--- src/rtl/eth_gen_pkg.sv ---
// Shared definitions for the Ethernet test-frame generator.
//   - frame length limits and header byte offsets
//   - generator FSM state type
//   - helpers: length clamp, beat count, and content byte lookup
package eth_gen_pkg;

  localparam int MIN_LEN  = 60;
  localparam int MAX_LEN  = 1514;

  localparam int DST_OFF  = 0;
  localparam int SRC_OFF  = 6;
  localparam int TYPE_OFF = 12;
  localparam int SEQ_OFF  = 14;
  localparam int PAY_OFF  = 18;

  typedef enum logic [1:0] {
    IDLE = 2'd0,
    SEND = 2'd1,
    GAP  = 2'd2
  } gen_state_t;

  // Force the requested length into the legal frame range.
  function automatic logic [10:0] clamp_len(input logic [10:0] len);
    if (len < 11'(MIN_LEN)) begin
      return 11'(MIN_LEN);
    end
    if (len > 11'(MAX_LEN)) begin
      return 11'(MAX_LEN);
    end
    return len;
  endfunction

  // Number of 8-byte beats needed for a (clamped) frame length.
  function automatic logic [7:0] beats_for(input logic [10:0] len);
    return 8'(({1'b0, len} + 12'd7) >> 3);
  endfunction

  // Content byte at frame index i. Multi-byte header fields go out
  // most-significant byte first; the payload is the low byte of the index.
  function automatic logic [7:0] byte_at(
    input logic [10:0] i,
    input logic [31:0] seq,
    input logic [47:0] dst,
    input logic [47:0] src,
    input logic [15:0] etype
  );
    int k;
    k = int'(i);
    if (k < SRC_OFF) begin
      return dst[8*(SRC_OFF - 1 - (k - DST_OFF)) +: 8];
    end
    if (k < TYPE_OFF) begin
      return src[8*(TYPE_OFF - 1 - k) +: 8];
    end
    if (k < SEQ_OFF) begin
      return etype[8*(SEQ_OFF - 1 - k) +: 8];
    end
    if (k < PAY_OFF) begin
      return seq[8*(PAY_OFF - 1 - k) +: 8];
    end
    return i[7:0];
  endfunction

endpackage

--- src/rtl/eth_beat_fmt.sv ---
// Combinational beat formatter: builds one 64-bit AXI-Stream beat of a
// test frame.
// Ports:
//   beat  in  8   beat index within the frame
//   len   in  11  frame length in bytes (already clamped)
//   seq   in  32  sequence number carried in the header
//   tdata out 64  beat data, byte 0 in [7:0], bytes past len are 0
//   tkeep out 8   byte enables for the beat
module eth_beat_fmt
  import eth_gen_pkg::*;
#(
  parameter logic [47:0] DST_MAC   = 48'hFF_FF_FF_FF_FF_FF,
  parameter logic [47:0] SRC_MAC   = 48'h00_0A_35_00_00_01,
  parameter logic [15:0] ETHERTYPE = 16'h88B5
) (
  input  logic [7:0]  beat,
  input  logic [10:0] len,
  input  logic [31:0] seq,
  output logic [63:0] tdata,
  output logic [7:0]  tkeep
);

  generate
    for (genvar gi = 0; gi < 8; gi++) begin : g_lane
      logic [10:0] idx;
      logic        lane_on;

      assign idx     = {beat, 3'(gi)};
      assign lane_on = (idx < len);

      assign tkeep[gi]         = lane_on;
      assign tdata[8*gi +: 8]  = lane_on ? byte_at(idx, seq, DST_MAC, SRC_MAC, ETHERTYPE)
                                         : 8'h00;
    end
  endgenerate

endmodule

--- src/rtl/eth_test_frame_gen.sv ---
// Ethernet test-frame generator: streams numbered test frames on a 64-bit
// AXI4-Stream master, separated by a fixed idle gap.
// Ports:
//   clk_156        in  1   clock
//   sys_rst        in  1   synchronous active-high reset
//   enable         in  1   generate frames while high
//   cfg_len        in  11  frame length (bytes, no FCS), sampled at frame start
//   m_axis_tdata   out 64  stream data
//   m_axis_tkeep   out 8   byte enables
//   m_axis_tvalid  out 1   stream valid
//   m_axis_tlast   out 1   last beat of frame
//   m_axis_tready  in  1   downstream ready
//   busy           out 1   high while sending or in the inter-frame gap
//   frame_count    out 32  frames whose last beat was accepted
module eth_test_frame_gen
  import eth_gen_pkg::*;
#(
  parameter logic [47:0] DST_MAC    = 48'hFF_FF_FF_FF_FF_FF,
  parameter logic [47:0] SRC_MAC    = 48'h00_0A_35_00_00_01,
  parameter logic [15:0] ETHERTYPE  = 16'h88B5,
  parameter int          IFG_CYCLES = 3
) (
  input  logic        clk_156,
  input  logic        sys_rst,
  input  logic        enable,
  input  logic [10:0] cfg_len,
  output logic [63:0] m_axis_tdata,
  output logic [7:0]  m_axis_tkeep,
  output logic        m_axis_tvalid,
  output logic        m_axis_tlast,
  input  logic        m_axis_tready,
  output logic        busy,
  output logic [31:0] frame_count
);

  localparam logic [15:0] GAP_LAST = 16'(IFG_CYCLES - 1);
  localparam logic        NO_GAP   = (IFG_CYCLES == 0);

  gen_state_t  state_reg, state_next;
  logic [10:0] len_reg, len_next;
  logic [7:0]  beat_reg, beat_next;
  logic [31:0] seq_reg, seq_next;
  logic [31:0] fc_reg, fc_next;
  logic [15:0] gap_reg, gap_next;
  logic [63:0] tdata_reg, tdata_next;
  logic [7:0]  tkeep_reg, tkeep_next;
  logic        tvalid_reg, tvalid_next;
  logic        tlast_reg, tlast_next;
  logic        busy_reg, busy_next;

  logic        handshake;
  logic        last_hs;
  logic        start_idle;
  logic        restart;
  logic        start_frame;
  logic [7:0]  fmt_beat;
  logic [10:0] fmt_len;
  logic [31:0] fmt_seq;
  logic [63:0] fmt_tdata;
  logic [7:0]  fmt_tkeep;
  logic        fmt_last;
  logic        load;

  assign handshake = tvalid_reg & m_axis_tready;
  assign last_hs   = handshake & tlast_reg;

  // Without a gap the next frame starts straight from the tlast handshake;
  // its sequence number is the post-increment value.
  assign start_idle  = (state_reg == IDLE) & enable;
  assign restart     = NO_GAP & (state_reg == SEND) & last_hs & enable;
  assign start_frame = start_idle | restart;

  // The formatter is always pointed at the beat that will be presented next,
  // so its result can be captured straight into the output registers.
  assign fmt_beat = start_frame ? 8'd0 : 8'(beat_reg + 8'd1);
  assign fmt_len  = start_frame ? clamp_len(cfg_len) : len_reg;
  assign fmt_seq  = restart ? 32'(seq_reg + 32'd1) : seq_reg;
  assign fmt_last = (fmt_beat == 8'(beats_for(fmt_len) - 8'd1));

  eth_beat_fmt #(
    .DST_MAC   (DST_MAC),
    .SRC_MAC   (SRC_MAC),
    .ETHERTYPE (ETHERTYPE)
  ) u_fmt (
    .beat  (fmt_beat),
    .len   (fmt_len),
    .seq   (fmt_seq),
    .tdata (fmt_tdata),
    .tkeep (fmt_tkeep)
  );

  always_comb begin
    state_next  = state_reg;
    len_next    = len_reg;
    beat_next   = beat_reg;
    seq_next    = seq_reg;
    fc_next     = fc_reg;
    gap_next    = gap_reg;
    tdata_next  = tdata_reg;
    tkeep_next  = tkeep_reg;
    tvalid_next = tvalid_reg;
    tlast_next  = tlast_reg;
    load        = 1'b0;

    case (state_reg)
      IDLE: begin
        if (enable) begin
          state_next = SEND;
          load       = 1'b1;
        end
      end

      SEND: begin
        // While stalled (tvalid & !tready) everything holds.
        if (handshake) begin
          if (tlast_reg) begin
            seq_next = seq_reg + 32'd1;
            fc_next  = fc_reg + 32'd1;
            if (restart) begin
              load = 1'b1;
            end else begin
              tvalid_next = 1'b0;
              tlast_next  = 1'b0;
              tdata_next  = 64'd0;
              tkeep_next  = 8'd0;
              gap_next    = 16'd0;
              state_next  = NO_GAP ? IDLE : GAP;
            end
          end else begin
            load = 1'b1;
          end
        end
      end

      GAP: begin
        if (gap_reg == GAP_LAST) begin
          state_next = IDLE;
        end else begin
          gap_next = gap_reg + 16'd1;
        end
      end

      default: begin
        state_next = IDLE;
      end
    endcase

    if (load) begin
      len_next    = fmt_len;
      beat_next   = fmt_beat;
      tdata_next  = fmt_tdata;
      tkeep_next  = fmt_tkeep;
      tvalid_next = 1'b1;
      tlast_next  = fmt_last;
    end

    busy_next = (state_next != IDLE);
  end

  always_ff @(posedge clk_156) begin
    if (sys_rst) begin
      state_reg  <= IDLE;
      len_reg    <= 11'd0;
      beat_reg   <= 8'd0;
      seq_reg    <= 32'd0;
      fc_reg     <= 32'd0;
      gap_reg    <= 16'd0;
      tdata_reg  <= 64'd0;
      tkeep_reg  <= 8'd0;
      tvalid_reg <= 1'b0;
      tlast_reg  <= 1'b0;
      busy_reg   <= 1'b0;
    end else begin
      state_reg  <= state_next;
      len_reg    <= len_next;
      beat_reg   <= beat_next;
      seq_reg    <= seq_next;
      fc_reg     <= fc_next;
      gap_reg    <= gap_next;
      tdata_reg  <= tdata_next;
      tkeep_reg  <= tkeep_next;
      tvalid_reg <= tvalid_next;
      tlast_reg  <= tlast_next;
      busy_reg   <= busy_next;
    end
  end

  assign m_axis_tdata  = tdata_reg;
  assign m_axis_tkeep  = tkeep_reg;
  assign m_axis_tvalid = tvalid_reg;
  assign m_axis_tlast  = tlast_reg;
  assign busy          = busy_reg;
  assign frame_count   = fc_reg;

endmodule
--- config.mk ---
export PLATFORM = sky130hd
export DESIGN_NAME = eth_test_frame_gen
export DESIGN_NICKNAME = d
export VERILOG_FILES = /design/src/rtl/eth_gen_pkg.sv /design/src/rtl/eth_beat_fmt.sv /design/src/rtl/eth_test_frame_gen.sv
export SDC_FILE = /design/constraint.sdc
export NUM_CORES = 1
export LEC_CHECK = 0
export CAP_MARGIN = 25
export CORE_MARGIN = 2
export CORE_UTILIZATION = 51
export CTS_BUF_LIST = sky130_fd_sc_hd__clkbuf_4 sky130_fd_sc_hd__clkbuf_8
export CTS_CLUSTER_SIZE = 40
export DETAILED_ROUTE_END_ITERATION = 12
export PLACE_DENSITY = 0.79
export SYNTH_ARGS = -nofsm -noshare
export SYNTH_HDL_FRONTEND = slang
export SYNTH_SLANG_ARGS = --single-unit
--- constraint.sdc ---
create_clock -name clk_156 -period 4.4 [get_ports clk_156]
set_input_delay 1.32 -clock clk_156 [delete_from_list [all_inputs] [get_ports clk_156]]
set_output_delay 1.32 -clock clk_156 [all_outputs]
set_load 0.01 [all_outputs]
==> out/metrics.cfg <==
[setup_path]
path_cells=clkdlybuf4s50_1, or4_4, o31ai_4, a21oi_1, a22oi_1, ha_1, a21oi_1, nor2b_1, nor4_4, buf_4, o21a_1, nand2_1, a21o_1, a21oi_1
critPathSlowestCell=or4_4
cp_data_arrival_time_ps=4590
ff2ff_setup_slack_ps=1070
critPathBufInv=2
r2r-end=m_axis_tdata[0]
max_stage_delay_ps=590
r2r-start=beat_reg[0]
path_max_fanout=6
crit_family=compound AO/OA/AOI/OAI gates
path_class=in -> reg
reg2reg_depth=13
worstSetupEndpointType=register
crit_top_cell=a21oi_1
cp.required_ps=4780
worstSetupStartpointType=input pin

[cells_and_area]
layout-drive-gt1-share=0.124
fin_nets=1162
stdcell_area_um2=10300
area_delta_synth_final_pct=27.5
largest_reg_flops=61
antennaDiodeCount=0

[global_route]
met2_usage=0.399
grt_util_all_layers=0.247
top_usage_layer=met2
first_global_vias=6831
grt_pass1_wl_mm=33.8
grt_max_degree=70
use_met3=0.0385
grt_overflow=0
grtUsageMet1=0.342
antenna_found_initial=0

[worst_hold_path]
min_path_type=reg -> reg
worstHoldStart=m_axis_tdata[57]
min_to=m_axis_tdata[57]
min_path_cells=2

[synthesis]
synthTopCellsByCount=dfxtp_1, nor2_1, nand2_1
synth_seq_area_share=0.428
yosysMostFrequentCell=dfxtp_1
ys_top_cells_by_area=dfxtp_1, nor2_1, a21oi_1, xor2_1, nand2_1
ys_seq_elements=173
synth_edf_count=0
avgSynthCellArea_um2=8.42
synth_cell_type_count=73
synthesis.area_um2=8100
async_flop_share=0
yosysTopAreaCell=dfxtp_1
syn_nets=992
ys.flop_type=dfxtp_1
syn_inst=962
synth_warnings=0
synth_top_area_share=0.428

[timing]
fin_crit_sh=0.956
setup_viol=0
finalMaxSlewViolations=0
rsz0062_at_grt=no
fmax_mhz=238
min_period_ps=4200
hold_viol_final=0
max-slew-margin-rel=0.504
finClkSkew_ps=14.5
whs_ps=452
max_slew.worst_pin.slew_ps=735

[route]
drt_iter0_drc=633
wl_mm=21.1
ant_nets=0
num_vias=7536
drt_pass1_iterations=5
routedWlPerCell_um=15.5
vias_per_cell=5.54
drc=0

[floorplanning]
fp.dieW_um=130
rows=46
io_pins=122
initial_core_util=0.515
coreArea_um2=15700
die-area_um2=16900
dieHeight_um=130

[cts]
root_buffer=clkbuf_8
cts_tree=done
cts_resized=0
clockBufferDepth=2
cts.sinks=173
numCtsBuffers=17
clk_latency_ps=460
ctsHoldBuffers=0
clk_pin_slew_ps=90
post_cts_buffers=0
cts_max_level=4

[placement]
placed_cell_area_um2=9940
port_buffers=121
place_hpwl_mm=15.1
place_congestion=0.876

[pwr]
seqPwrFrac=0.510
peakVddDrop_v=0.000240
pwr-share-comb=0.161
powerDensity_nw_per_um2=312
sw_frac_of_total=0.277
internal-power_uw=2330
p_clk_frac=0.329
p_switching_uw=895
leakagePower_uw=0.00376

[run]
maxCapViolations=0

[run_status]
status=complete, no violations

[worst reg2reg max path, cell delays in order, from the launching register on]
cell and delay, ps:
dfxtp_1 620, ha_1 290, inv_1 70, or3_1 370, a21oi_1 240, ha_1 290
a21oi_1 140, nor2b_1 90, nor4_4 240, buf_4 180, o21a_1 290, nand2_1 120
a21o_1 170, a21oi_1 130
[final cells by class]
type	instances	area, µm²
fillers	1321	5390
clock buffers	19	255
multi-input cells	726	4370
well taps	216	270
clock inverters	13	118
inverters	16	60.1
repair buffers	198	1790
flip-flops and latches	173	3460
[through the flow]
step | instances | util | power, µW | setup TNS, ps | setup slack [ps]
after CTS | 1361 | 0.656 | 3230 | 0 | 180
final | 1361 | 0.657 | 3230 | 0 | 195
after floorplan | 962 | - | 1950 | 0 | 135
after detailed placement | 1329 | 0.633 | 2190 | -10110 | -278
after global routing | 1361 | 0.657 | 3350 | 0 | 0.255
after global placement | 1329 | 0.633 | 2190 | -6330 | -233
[cell families after synthesis]
logic type / after synthesis / share of synthesized area
compound gates: 221 / 0.175
xor+xnor: 78 / 0.0844
fa+ha+maj: 15 / 0.0232
buf+inv: 63 / 0.0338
flops: 173 / 0.428
mux: 6 / 0.00742
simple gates: 406 / 0.249
[power groups by stage]
stage	Clock, µW	Sequential (µW)	Combinational (µW)
floorplan	0	1690	259
global placement	0	1680	506
detailed placement	0	1680	513
CTS	1070	1640	516
global route	1140	1650	565
finish	1060	1650	521
[metal layers]
layer | part of all wire | up-vias
met5 | 0 | -
met4 | 0.015 | 0
met3 | 0.043 | 29
met2 | 0.48 | 169
met1 | 0.46 | 3616
li1 | - | 3722
[worst max path at each step]
stage                                   to  slack (ps)  depth (start not counted)       start
final                      m_axis_tdata[0]         200                         14  cfg_len[9]
after global routing      m_axis_tdata[50]         0.3                         14  cfg_len[9]
after CTS                 m_axis_tdata[50]         180                         14  cfg_len[9]
after detailed placement  m_axis_tdata[50]        -280                         14  cfg_len[9]
after global placement    m_axis_tdata[50]        -230                         14  cfg_len[9]
after floorplan           m_axis_tdata[49]         140                         12  cfg_len[9]
[cell usage in the layout (no fill, tap or decap), types with 3 or more instances in the layout]
| cell | instances |
|---|---|
| dfxtp_1 | 173 |
| nor2_1 | 138 |
| clkdlybuf4s50_1 | 120 |
| nand2_1 | 92 |
| a21oi_1 | 87 |
| buf_4 | 78 |
| xor2_1 | 46 |
| o21ai_0 | 44 |
| nand3_1 | 35 |
| xnor2_1 | 32 |
| nand4_1 | 25 |
| or3_1 | 22 |
| a22oi_1 | 19 |
| nor3_1 | 18 |
| clkbuf_8 | 18 |
| ha_1 | 15 |
| and3_1 | 14 |
| inv_1 | 13 |
| and4_1 | 10 |
| a2bb2oi_1 | 9 |
| o21a_1 | 8 |
| o211ai_1 | 7 |
| a21o_1 | 7 |
| nand2b_1 | 7 |
| nor4_1 | 7 |
| mux2i_1 | 6 |
| and2_1 | 6 |
| o21ai_1 | 6 |
| nor2b_1 | 5 |
| or2_2 | 4 |
| o21bai_1 | 4 |
| clkinvlp_4 | 4 |
| clkinv_2 | 4 |
| nand2_2 | 3 |
| inv_2 | 3 |
| a21oi_2 | 3 |
| a41oi_1 | 3 |
| a32oi_1 | 3 |
| nand3b_1 | 3 |
No activity file was read; power rests on OpenSTA's default activity.
